$ cat config.mk
export PLATFORM = sky130hd
export DESIGN_NAME = multicycle_ctrl
export DESIGN_NICKNAME = d
export VERILOG_FILES = /design/src/rtl/multicycle_ctrl.sv
export SDC_FILE = /design/constraint.sdc
export NUM_CORES = 1
export LEC_CHECK = 0
export CAP_MARGIN = 20
export CELL_PAD_IN_SITES_DETAIL_PLACEMENT = 0
export CELL_PAD_IN_SITES_GLOBAL_PLACEMENT = 2
export CORE_ASPECT_RATIO = 0.7
export CORE_MARGIN = 1.5
export CORE_UTILIZATION = 36
export DETAILED_ROUTE_END_ITERATION = 16
export DONT_BUFFER_PORTS = 1
export PLACE_DENSITY_LB_ADDON = 0.1
export SLEW_MARGIN = 15
export SYNTH_ARGS = -nofsm -noshare
export SYNTH_HDL_FRONTEND = slang
export SYNTH_SLANG_ARGS = --single-unit
$ cat constraint.sdc
create_clock -name clk -period 3.72 [get_ports clk]
set_input_delay 0.744 -clock clk [delete_from_list [all_inputs] [get_ports clk]]
set_output_delay 0.744 -clock clk [all_outputs]
set_load 0.03 [all_outputs]
$ cat src/rtl/multicycle_ctrl.sv
// Multi-cycle FETCH/DECODE/EXE/MEM/WB sequencer for the MIPS-subset datapath, with a retired-instruction counter.
// Optional build macro ILLEGAL_TRAP_EN: unknown instructions park the sequencer in ILL until reset (otherwise they retire as nop).
module multicycle_ctrl #(
    parameter int CNT_W    = 32,
    parameter int MEM_WAIT = 0
) (
    input  logic             clk,
    input  logic             reset,
    input  logic [31:0]      instr,
    input  logic             zero,
    output logic             ir_we,
    output logic             pc_we,
    output logic             cpc,
    output logic [1:0]       cpcop,
    output logic             isbeq,
    output logic [1:0]       regdst,
    output logic [3:0]       memtoreg,
    output logic             regwrite,
    output logic             memwrite,
    output logic             alusrc,
    output logic [1:0]       extop,
    output logic [1:0]       aluctrl,
    output logic [2:0]       state,
    output logic [CNT_W-1:0] retired
);

    typedef enum logic [2:0] {
        S_FETCH  = 3'd0,
        S_DECODE = 3'd1,
        S_EXE    = 3'd2,
        S_MEM    = 3'd3,
        S_WB     = 3'd4,
        S_ILL    = 3'd5
    } state_t;

    typedef enum logic [3:0] {
        K_NOP, K_ADDU, K_SUBU, K_ORI, K_LUI, K_LW, K_SW,
        K_BEQ, K_J, K_JAL, K_JR, K_BAD
    } kind_t;

`ifdef ILLEGAL_TRAP_EN
    localparam bit TRAP_EN = 1'b1;
`else
    localparam bit TRAP_EN = 1'b0;
`endif

    state_t     cur;
    kind_t      kind;
    logic [1:0] wait_cnt;
    logic       mem_done;
    logic       last;

    always_comb begin
        // NOTE: every signal assigned in a combinational block gets a default first, so no path can infer a latch.
        kind = K_BAD;
        if (instr == 32'd0) begin
            kind = K_NOP;
        end else begin
            case (instr[31:26])
                6'h00: begin
                    case (instr[5:0])
                        6'h21:   kind = K_ADDU;
                        6'h23:   kind = K_SUBU;
                        6'h08:   kind = K_JR;
                        default: kind = K_BAD;
                    endcase
                end
                6'h0d:   kind = K_ORI;
                6'h0f:   kind = K_LUI;
                6'h23:   kind = K_LW;
                6'h2b:   kind = K_SW;
                6'h04:   kind = K_BEQ;
                6'h02:   kind = K_J;
                6'h03:   kind = K_JAL;
                default: kind = K_BAD;
            endcase
        end
    end

    // Datapath fields depend only on the held instruction, so they stay flat for the whole instruction.
    always_comb begin
        alusrc   = 1'b0;
        extop    = 2'b00;
        aluctrl  = 2'b00;
        regdst   = 2'b00;
        memtoreg = 4'b0001;
        cpcop    = 2'b00;
        isbeq    = 1'b0;
        case (kind)
            K_ADDU: regdst = 2'b01;
            K_SUBU: begin regdst = 2'b01; aluctrl = 2'b01; end
            K_ORI:  begin alusrc = 1'b1; aluctrl = 2'b10; end
            K_LUI:  begin extop = 2'b10; memtoreg = 4'b0100; end
            K_LW:   begin alusrc = 1'b1; extop = 2'b01; memtoreg = 4'b0010; end
            K_SW:   begin alusrc = 1'b1; extop = 2'b01; end
            K_BEQ:  begin isbeq = 1'b1; aluctrl = 2'b01; cpcop = 2'b01; end
            K_J:    cpcop = 2'b10;
            K_JAL:  begin regdst = 2'b10; memtoreg = 4'b1000; cpcop = 2'b10; end
            K_JR:   cpcop = 2'b11;
            default: ;
        endcase
    end

    assign mem_done = (wait_cnt == 2'(MEM_WAIT));

    // last marks the final state of the instruction: the one cycle PC is written.
    always_comb begin
        last = 1'b0;
        case (cur)
            S_DECODE: last = (kind == K_J) || (kind == K_NOP) || ((kind == K_BAD) && !TRAP_EN);
            S_EXE:    last = (kind == K_BEQ) || (kind == K_JR);
            S_MEM:    last = (kind == K_SW) && mem_done;
            S_WB:     last = 1'b1;
            default:  last = 1'b0;
        endcase
    end

    always_ff @(posedge clk or posedge reset) begin
        // NOTE: sequential state uses non-blocking assignments so every register samples pre-edge values.
        if (reset) begin
            cur      <= S_FETCH;
            wait_cnt <= 2'd0;
            retired  <= '0;
        end else begin
            if (last) retired <= retired + CNT_W'(1);
            case (cur)
                S_FETCH: cur <= S_DECODE;
                S_DECODE: begin
                    case (kind)
                        K_ADDU, K_SUBU, K_ORI, K_LW, K_SW, K_BEQ, K_JR: cur <= S_EXE;
                        K_LUI, K_JAL: cur <= S_WB;
                        K_BAD:        cur <= TRAP_EN ? S_ILL : S_FETCH;
                        default:      cur <= S_FETCH;
                    endcase
                end
                S_EXE: begin
                    if (kind == K_LW || kind == K_SW) begin
                        cur      <= S_MEM;
                        wait_cnt <= 2'd0;
                    end else if (kind == K_ADDU || kind == K_SUBU || kind == K_ORI) begin
                        cur <= S_WB;
                    end else begin
                        cur <= S_FETCH;
                    end
                end
                S_MEM: begin
                    if (mem_done) cur <= (kind == K_LW) ? S_WB : S_FETCH;
                    else          wait_cnt <= wait_cnt + 2'd1;
                end
                S_WB:    cur <= S_FETCH;
                S_ILL:   cur <= S_ILL;
                default: cur <= S_FETCH;
            endcase
        end
    end

    // Enables are gated by reset so an aborted instruction can never leave a partial write.
    assign state    = cur;
    assign ir_we    = !reset && (cur == S_FETCH);
    assign pc_we    = !reset && last;
    assign regwrite = !reset && (cur == S_WB);
    assign memwrite = !reset && (cur == S_MEM) && (kind == K_SW) && mem_done;
    assign cpc      = !reset && (((cur == S_DECODE) && (kind == K_J))
                              || ((cur == S_EXE) && (kind == K_BEQ) && zero)
                              || ((cur == S_EXE) && (kind == K_JR))
                              || ((cur == S_WB) && (kind == K_JAL)));

endmodule

==> summary.txt <==
Outcome
  – Status: finished clean

Synth
  – Syn_area_per_cell: slightly below 9 um2
  – Synth top area cells: dfrtp_1, xor2_1, nor4_1
  – Main flop type after synthesis: dfrtp_1
  – Mapped Area: around 2500 um2
  – Mux cell area share after synthesis: 0.01249
  – Post-Synth XOR/XNOR Area: 0.1189
  – Number of synthesized flops with an enable pin: 0
  – Seq cells post-synth: 37
  – Synthesized-area fraction occupied by adder cells: 0.009990
  – Largest family of logic cells by synthesized area: simple AND/OR/NAND/NOR gates
  – Post-synth top area cell: dfrtp_1
  – Post-synthesis simple-gate area fraction: 0.3541
  – Yosys cell types: 51
  – Net Count, Synth: about 320
  – Register area share after synthesis: 0.3696
  – Share of flip-flops with an asynchronous set or reset: 1.000
  – Compound-Gate Fraction of Synth Area: 0.09291
  – Synthesis Warnings: 0
  – Area fraction of the dominant cell type after synthesis: 0.3696
  – Synth Instances: between 200 and 300

Global route
  – First-pass GRT wire length: roughly 11000 um
  – Largest net degree at the start of global routing: 33
  – Number of global-route vias before repair: slightly above 2000
  – Initial antenna violation count: 0
  – Gr ovfl total: 0
  – Tot GR Track Use: 0.1899

Cells and area
  – Commonest non-fill, non-tap cell in the layout: dfrtp_1
  – Fillers: ~700
  – Final nets: approximately 340
  – P&R area growth vs syn: 13.99%
  – Share of layout cells above drive strength 1: 0.1338
  – Diodes inserted: 0
  – Commonest non-fill, non-tap cells in the layout: dfrtp_1, xor2_1, nand2_1

Clock network
  – Clock sinks: 37
  – Hold Buf Count CTS: 0
  – CTS Buf Count: 5
  – Post-CTS Setup Bufs: 0
  – Root Buffer Master: clkbuf_8
  – Clock Latency Late Sink: around 290 ps
  – CTS clk-pin slew, worst paths: approximately 80 ps
  – H-tree Lvls: 2
  – TritonCTS clock tree: done
  – Clk buf depth: 2
  – CTS resizes: 0

Setup path
  – Worst setup path end: pc_we
  – Kind of end point of the critical path: primary output
  – Critical path launch point: instr[3]
  – FF-to-FF End: retired[21]
  – Reg2reg setup slack: approximately 1100 ps
  – Worst r2r src: state[1]
  – Setup CP Type: in2out
  – Critical path's slowest cell: or4_1
  – Crit start category: input port
  – R2r worst-path depth: 9
  – WP data arrival: approximately 2500 ps
  – Crit Path Max Fanout: 4
  – Critical Path RT: approximately 3000 ps
  – Cell mode on critical path: nor2_1
  – CP peak stage delay: approximately 450 ps
  – CP Cell Sequence: nand3b_1, or4_1, a211oi_2, nor2_1, and3_1, nor3_4, nor2_1, buf_4

Timing
  – Setup TNS: 0 ps
  – Clock period minus final worst setup slack: 3255 ps
  – Max frequency: between 0.3 and 0.4 GHz
  – Final clock skew: approximately 8.1 ps
  – Slew Limit Fails: 0
  – WHS: 292.0 ps
  – RSZ-0062 raised after global routing: false
  – Worst Slack Setup Final: about 470 ps
  – Fin crit share: 0.8749
  – Final hold violation count: 0
  – Worst-margin pin slew: ~900 ps
  – Slew HR: 0.3963
  – Endpoints failing setup: 0

Drt
  – Vias/cell: approximately 5.5
  – Iter 0 DRT Violations: 86
  – Routed Antenna Nets: 0
  – WL per Instance: 16.91 um
  – Drt total wl: approximately 6600 um
  – Drt drc: 0
  – DR pass1 iterations: 4
  – Vias after detailed routing: 2178

Place
  – Post-DP HPWL: between 5000 and 6000 um
  – Port bufs: 0
  – Post-Place Worst Slack: ~450 ps
  – RePlAce Congestion: about 0.8

Floorplan
  – IO Pins: between 80 and 90
  – Die Ht: approximately 73 um
  – Core box area: between 6000 and 7000 um2
  – Initial Util: 0.3707
  – Die W: between 100 and 150 um
  – Std cell rows: 25
  – Total die area: ~7500 um2

Power
  – Pleak: ~1.3 nW
  – Total power: 1.535 mW
  – Power per Cell Area: around 540 nW/um2
  – Peak supply drop: roughly 0.27 mV

Worst hold path
  – Worst hold path class: in2async

Run
  – Max-cap violations: 0
registers in the layout (all words and copies together) (netlist names):
name / count
retired: 32
wait_cnt: 2
state: 3
logic make-up after synthesis:
logic type / after synthesis
muxes: 3
and+or+nand+nor: 154
DFF: 37
buffers and inverters: 24
adders and majority gates: 2
xor gates and xnor gates: 34
AOI/OAI and AO/OA: 31
final cells by class:
class / instances / area, um2 / share of cell area
Multi-Input combinational cell: 224 / 1486 / 0.5206
Sequential cell: 37 / 925.9 / 0.3243
Timing Repair Buffer: 20 / 150.1 / 0.05259
Tap cell: 94 / 117.6 / 0.04119
Clock buffer: 5 / 68.82 / 0.02410
Clock inverter: 3 / 68.82 / 0.02410
Inverter: 10 / 37.54 / 0.01315
synth_stat cells (5+ instances only):
master    instances
clkbuf_1          7
nor3_1           21
buf_2             6
dfrtp_1          37
o21ai_0          10
xnor2_1           7
nand4_1          12
inv_1            10
and2_1            5
nand2_1          25
nor4_1           19
and3_1           14
nand3_1          13
nor2_1           18
xor2_1           27
critical path: cells and delay by family:
family	cells	cell delay [ps]
AND/OR/NAND/NOR	6	1230
AO/OA/AOI/OAI	1	360
buffers and inverters	1	160
power breakdown:
part           leakage [nW]  total, mW  internal [mW]  switching [mW]
clock network        0.0687      0.431          0.270           0.161
logic                 0.752      0.458          0.169           0.289
registers             0.481      0.646          0.467           0.179
how the worst min path moves through the flow:
stage	slack, ps	cells after the start	to
finish	290	1	state[0]
global route	290	1	state[1]
CTS	290	1	state[0]
detailed placement	480	2	wait_cnt[0]
global placement	470	2	wait_cnt[0]
floorplan	450	2	wait_cnt[0]
through the flow:
step | cells | util | instance area [um2]
after floorplan | 285 | - | 2505
after global placement | 385 | 0.4022 | 2718
after detailed placement | 385 | 0.4022 | 2718
after CTS | 393 | 0.4226 | 2855
after global routing | 393 | 0.4226 | 2855
final | 393 | 0.4226 | 2855
layer usage:
| layer | GRT usage | wire length (um) | part of all wire | up-vias |
|---|---|---|---|---|
| li1 | - | - | - | 1064 |
| met1 | 0.3104 | 3682 | 0.55 | 1022 |
| met2 | 0.2311 | 2371 | 0.36 | 90 |
| met3 | 0.06992 | 566 | 0.085 | 2 |
| met4 | 0.02740 | 25 | 0.0038 | 0 |
| met5 | 0 | 0 | 0 | - |
Power figures use the tool's default switching activity.
